--- config.mk ---
export PLATFORM = sky130hd
export DESIGN_NAME = dac_writer
export DESIGN_NICKNAME = d
export VERILOG_FILES = /design/src/rtl/dac_writer.sv
export SDC_FILE = /design/constraint.sdc
export NUM_CORES = 1
export LEC_CHECK = 0
export CORE_ASPECT_RATIO = 0.75
export CORE_UTILIZATION = 30
export CTS_CLUSTER_SIZE = 10
export DETAILED_ROUTE_END_ITERATION = 16
export GPL_TIMING_DRIVEN = 0
export HOLD_SLACK_MARGIN = 0.1
export PLACE_DENSITY_LB_ADDON = 0.05
export SLEW_MARGIN = 20
export SYNTH_ARGS = -nofsm -noshare
export SYNTH_HDL_FRONTEND = slang
export SYNTH_SLANG_ARGS = --single-unit
--- constraint.sdc ---
create_clock -name clk -period 3.5 [get_ports clk]
set_input_delay 0.875 -clock clk [delete_from_list [all_inputs] [get_ports clk]]
set_output_delay 0.875 -clock clk [all_outputs]
set_load 0.05 [all_outputs]
--- src/rtl/dac_writer.sv ---
// rtl/dac_writer.sv - 16-bit frame serial transmitter for the 12-bit output DAC
module dac_writer #(
    parameter int HALF_PERIOD = 10,
    parameter int IDLE_GAP    = 2
) (
    input  logic        clk,
    input  logic        reset,
    input  logic        write,
    input  logic [11:0] value,
    input  logic [1:0]  mode,
    output logic        cs,
    output logic        sclk,
    output logic        sdi,
    output logic        busy,
    output logic        write_done
);

    localparam int HW         = $clog2(HALF_PERIOD + 1);
    localparam int GAP_CYCLES = 2 * HALF_PERIOD * IDLE_GAP;
    localparam int GW         = $clog2(GAP_CYCLES + 1);

    // Counters count down to zero; reload values make each interval span exactly its length.
    localparam logic [HW-1:0] HALF_RELOAD = HW'(HALF_PERIOD - 1);
    localparam logic [GW-1:0] GAP_RELOAD  = GW'(GAP_CYCLES - 1);

    typedef enum logic [1:0] {
        S_IDLE  = 2'd0,
        S_SHIFT = 2'd1,
        S_GAP   = 2'd2
    } state_t;

    state_t          state_q, state_d;
    logic [15:0]     frame_q, frame_d;
    logic [HW-1:0]   half_cnt_q, half_cnt_d;
    logic [3:0]      bit_cnt_q, bit_cnt_d;
    logic [GW-1:0]   gap_cnt_q, gap_cnt_d;
    logic            cs_q, cs_d;
    logic            sclk_q, sclk_d;
    logic            busy_q, busy_d;
    logic            done_q, done_d;

    logic            half_end;
    logic            last_bit;
    logic            gap_end;
    logic            accept;

    assign half_end = (half_cnt_q == '0);
    assign last_bit = (bit_cnt_q == 4'd0);
    assign gap_end  = (gap_cnt_q == '0);
    // A new frame may start from idle, or on the very edge the inter-frame gap expires.
    assign accept   = write && ((state_q == S_IDLE) || ((state_q == S_GAP) && gap_end));

    // The MSB of the shift register drives the data line; it is cleared whenever no frame is active.
    assign sdi        = frame_q[15];
    assign cs         = cs_q;
    assign sclk       = sclk_q;
    assign busy       = busy_q;
    assign write_done = done_q;

    // State and datapath registers; reset puts the link into its idle, deselected state at once.
    always_ff @(posedge clk or negedge reset) begin
        if (!reset) begin
            state_q    <= S_IDLE;
            frame_q    <= '0;
            half_cnt_q <= '0;
            bit_cnt_q  <= '0;
            gap_cnt_q  <= '0;
            cs_q       <= 1'b1;
            sclk_q     <= 1'b1;
            busy_q     <= 1'b0;
            done_q     <= 1'b0;
        end else begin
            state_q    <= state_d;
            frame_q    <= frame_d;
            half_cnt_q <= half_cnt_d;
            bit_cnt_q  <= bit_cnt_d;
            gap_cnt_q  <= gap_cnt_d;
            cs_q       <= cs_d;
            sclk_q     <= sclk_d;
            busy_q     <= busy_d;
            done_q     <= done_d;
        end
    end

    // Next-state selection: a frame ends at the close of bit 0's low half.
    always_comb begin
        state_d = state_q;
        unique case (state_q)
            S_IDLE: begin
                if (accept) state_d = S_SHIFT;
            end
            S_SHIFT: begin
                if (half_end && !sclk_q && last_bit) state_d = S_GAP;
            end
            S_GAP: begin
                if (gap_end) state_d = accept ? S_SHIFT : S_IDLE;
            end
            default: state_d = S_IDLE;
        endcase
    end

    // Frame loading, bit timing and pin values for the next cycle.
    always_comb begin
        frame_d    = frame_q;
        half_cnt_d = half_cnt_q;
        bit_cnt_d  = bit_cnt_q;
        gap_cnt_d  = gap_cnt_q;
        cs_d       = cs_q;
        sclk_d     = sclk_q;
        busy_d     = busy_q;
        done_d     = 1'b0;

        if (accept) begin
            frame_d    = {2'b00, mode, value};
            half_cnt_d = HALF_RELOAD;
            bit_cnt_d  = 4'd15;
            cs_d       = 1'b0;
            sclk_d     = 1'b1;
            busy_d     = 1'b1;
        end else begin
            unique case (state_q)
                S_SHIFT: begin
                    if (!half_end) begin
                        half_cnt_d = half_cnt_q - 1'b1;
                    end else begin
                        half_cnt_d = HALF_RELOAD;
                        if (sclk_q) begin
                            // Mid-bit: falling edge, the DAC samples the stable data here.
                            sclk_d = 1'b0;
                        end else if (last_bit) begin
                            frame_d   = '0;
                            cs_d      = 1'b1;
                            sclk_d    = 1'b1;
                            done_d    = 1'b1;
                            gap_cnt_d = GAP_RELOAD;
                        end else begin
                            // Rising edge and data advance happen together.
                            frame_d   = {frame_q[14:0], 1'b0};
                            bit_cnt_d = bit_cnt_q - 4'd1;
                            sclk_d    = 1'b1;
                        end
                    end
                end
                S_GAP: begin
                    if (gap_end) begin
                        busy_d = 1'b0;
                    end else begin
                        gap_cnt_d = gap_cnt_q - 1'b1;
                    end
                end
                default: begin
                    cs_d   = 1'b1;
                    sclk_d = 1'b1;
                    busy_d = 1'b0;
                end
            endcase
        end
    end

endmodule

==> flow_summary.yaml <==
run_status:
  outcome: "completed"
synthesis:
  synth_nets: 215
  synth_flop_cell: "dfrtp_1"
  syn_inst: 195
  ys_types: 45
  yosysMostFrequentCell: "dfrtp_1"
  yosys_warnings: 0
  synth.top_cell.area_share_pct: 45.7
  async_flop_share_pct: 100
  synth_seq_cells: 36
  yosysSeqAreaShare_pct: 48.6
  synth_top_cell_by_area: "dfrtp_1"
  synth.avg_cell_area_um2: 9.54
  netlist_top_cells_count: "34 x dfrtp_1, 23 x nand2_1, 18 x nand3_1"
  netlist_top_cells_area: "dfrtp_1 46%, nand3_1 4.8%, a31oi_1 4.7%"
  syn-cell-area_um2: 1860
  synth_edf_count: 0
clock_tree:
  cts-resized-gates: 0
  clock_latency_ns: 0.28
  max-clock-path-buffers: 2
  cts_buffers: 5
  h-tree-depth: 2
  ctsHoldBuffers: 0
  post_cts_buffers: 0
  clock-root-buffer: "clkbuf_8"
  tritoncts: "done"
  path_clk_slew_ns: 0.07
  clock-sinks: 36
timing:
  rsz0062_at_grt: "false"
  finalSetupTns_ns: 0
  skew_ns: 0.00654
  report.final.slew_viol_count: 0
  slew-limit-headroom_pct: 56.5
  min_period_over_period_pct: 75.4
  fmax_ghz: 0.379
  setup_viol: 0
  finalHoldViolations: 0
  tightest_slew_ns: 0.650
  period_minus_slack_ns: 2.64
pwr:
  power.leakage_nw: 0.969
  power.switching_mw: 0.168
  combPwrFrac_pct: 6.0
  pwr-share-clk_pct: 40.2
  seq_power_share_pct: 53.8
  powerDensity_nw_per_um2: 349
  vdd_ir_drop_max_mv: 0.181
  swShare_pct: 21.1
  intPower_mw: 0.630
  p_total_mw: 0.798
placed_design:
  dp_hpwl_mm: 3.33
  gp_congestion: 0.795
  dp_cells: 295
  io_buffers: 21
detailed_routing:
  avgRoutedWirePerCell_um: 14.8
  first_pass_iters: 4
  drt_iter0_markers: 62
  routed_wl_mm: 4.48
  vias: 1512
  routed_via_density: 4.99
  ant_nets: 0
  drc: 0
finish:
  num-fill-cells: 616
  antennaDiodeCount: 0
  multi_input_area_um2: 861
  layout.cells.non_filler: 303
  area_delta_synth_final_pct: 23.1
  drive_above_1_share_pct: 12.0
  seqCellArea_um2: 903
  fin_nets: 244
critical_path:
  ff2ff_path_depth: 6
  cp_top_family: "buffers and inverters"
  worst_setup_path_start_kind: "flip-flop"
  r2r_start: "gap_cnt_q[0]"
  end_kind: "output port"
  arrival_ns: 1.76
  path_max_fanout: 7
  critPathBufInv: 1
  r2r_slack_ns: 1.18
  slowest_delay_ns: 0.84
  crit_type: "flip-flop to output port"
  cp_slowest_cell: "clkdlybuf4s50_1"
  timing.rr.end: "half_cnt_q[1]"
  required_ns: 2.62
  path_cells: "clkdlybuf4s50_1"
global_routing:
  grt_pass1_wl_mm: 7.54
  grt_max_degree: 23
  grt_overflow: 0
  grt_pass1_vias: 1485
  antenna_found_initial: 0
  grt_use_total_pct: 14.9
job:
  maxCapViolCount: 0
min_path:
  hold_class: "input port to asynchronous set/reset pin"
floorplan:
  die_h_um: 70.2
  core-area_um2: 5890
  io_pins: 22
  rows: 24
  die_x_um: 92.9
  design.die.area_um2: 6520
  start_util_pct: 31.6
[power groups by stage]
stage	sequential, mW	combinational (mW)	clock [mW]
global route	0.430	0.0528	0.356
global placement	0.437	0.0446	0
CTS	0.429	0.0491	0.332
floorplan	0.441	0.00981	0
finish	0.430	0.0477	0.321
detailed placement	0.437	0.0489	0
[cells by family (layout without fill, tap and decap cells)]
kind of cell / count (synthesis) / after routing / share of synthesized area (%)
DFF: 36 / 36 / 48.6
AOI/OAI and AO/OA: 42 / 42 / 15.8
buffers and inverters: 20 / 50 / 5.18
muxes: 3 / 3 / 1.68
adders and majority gates: 3 / 3 / 2.02
xor gates and xnor gates: 5 / 5 / 2.35
and+or+nand+nor: 86 / 86 / 24.4
[worst max-delay path by stage]
| stage | slack, ns | depth (start not counted) | endpoint | start |
|---|---|---|---|---|
| 4_1_cts | 0.84 | 1 | sclk | sclk |
| 5_1_grt | 0.81 | 1 | sclk | sclk |
| 2_1_floorplan | 1.72 | 7 | half_cnt_q[2] | gap_cnt_q[0] |
| 3_3_place_gp | 0.67 | 1 | frame_q[15] | reset |
| 6_report | 0.86 | 1 | sclk | sclk |
| 3_5_place_dp | 1.12 | 4 | half_cnt_q[1] | write |
[cell type report]
cell class                 instances  area share [%]
sequential                        36            39.4
multi-input combinational        139            37.6
timing repair buffer              22            10.2
clock buffer                       8            4.37
tap                               78            4.26
buffer                             9            2.40
inverter                          11            1.80
[placed cells by master (no fill, tap or decap), drive strengths merged, types with 2 or more instances in the layout]
master / Yosys / layout
dfrtp: 34 / 34
nand2: 24 / 24
clkdlybuf4s50: 0 / 20
nand3: 18 / 18
nor3: 17 / 17
a31oi: 14 / 14
inv: 11 / 11
clkbuf: 2 / 10
nor2: 9 / 9
buf: 7 / 9
a21oi: 6 / 6
o21ai: 5 / 5
xnor2: 5 / 5
nand2b: 5 / 5
nor3b: 4 / 4
ha: 3 / 3
or3b: 3 / 3
o311ai: 3 / 3
nor4: 2 / 2
a211oi: 2 / 2
mux2i: 2 / 2
dfstp: 2 / 2
o31ai: 2 / 2
a31o: 2 / 2
[through the flow]
stage                     utilization, %  hold WS, ns  instance area [um^2]  setup slack (ns)
after global placement              36.8        0.503                  2170             0.671
after global routing                38.9        0.520                  2290             0.805
after CTS                           38.9        0.513                  2290             0.841
after floorplan                        -        0.483                  1860              1.72
after detailed placement            37.2        0.507                  2190              1.12
final                               38.9        0.511                  2290             0.862
[registers in the layout (all words and copies together) (netlist names)]
name        flops
cs              1
state_q         2
sclk            1
half_cnt_q      4
bit_cnt_q       4
frame_q        16
busy            1
write_done      1
gap_cnt_q       6
[metal layers]
| layer | GRT usage, % | up-vias | wire length, um |
|---|---|---|---|
| met5 | 0 | - | 0 |
| met4 | 3.59 | 0 | 13 |
| met3 | 3.38 | 2 | 136 |
| met2 | 21.2 | 26 | 1870 |
| met1 | 22.8 | 716 | 2460 |
| li1 | - | 768 | - |
Power figures use the tool's default switching activity.
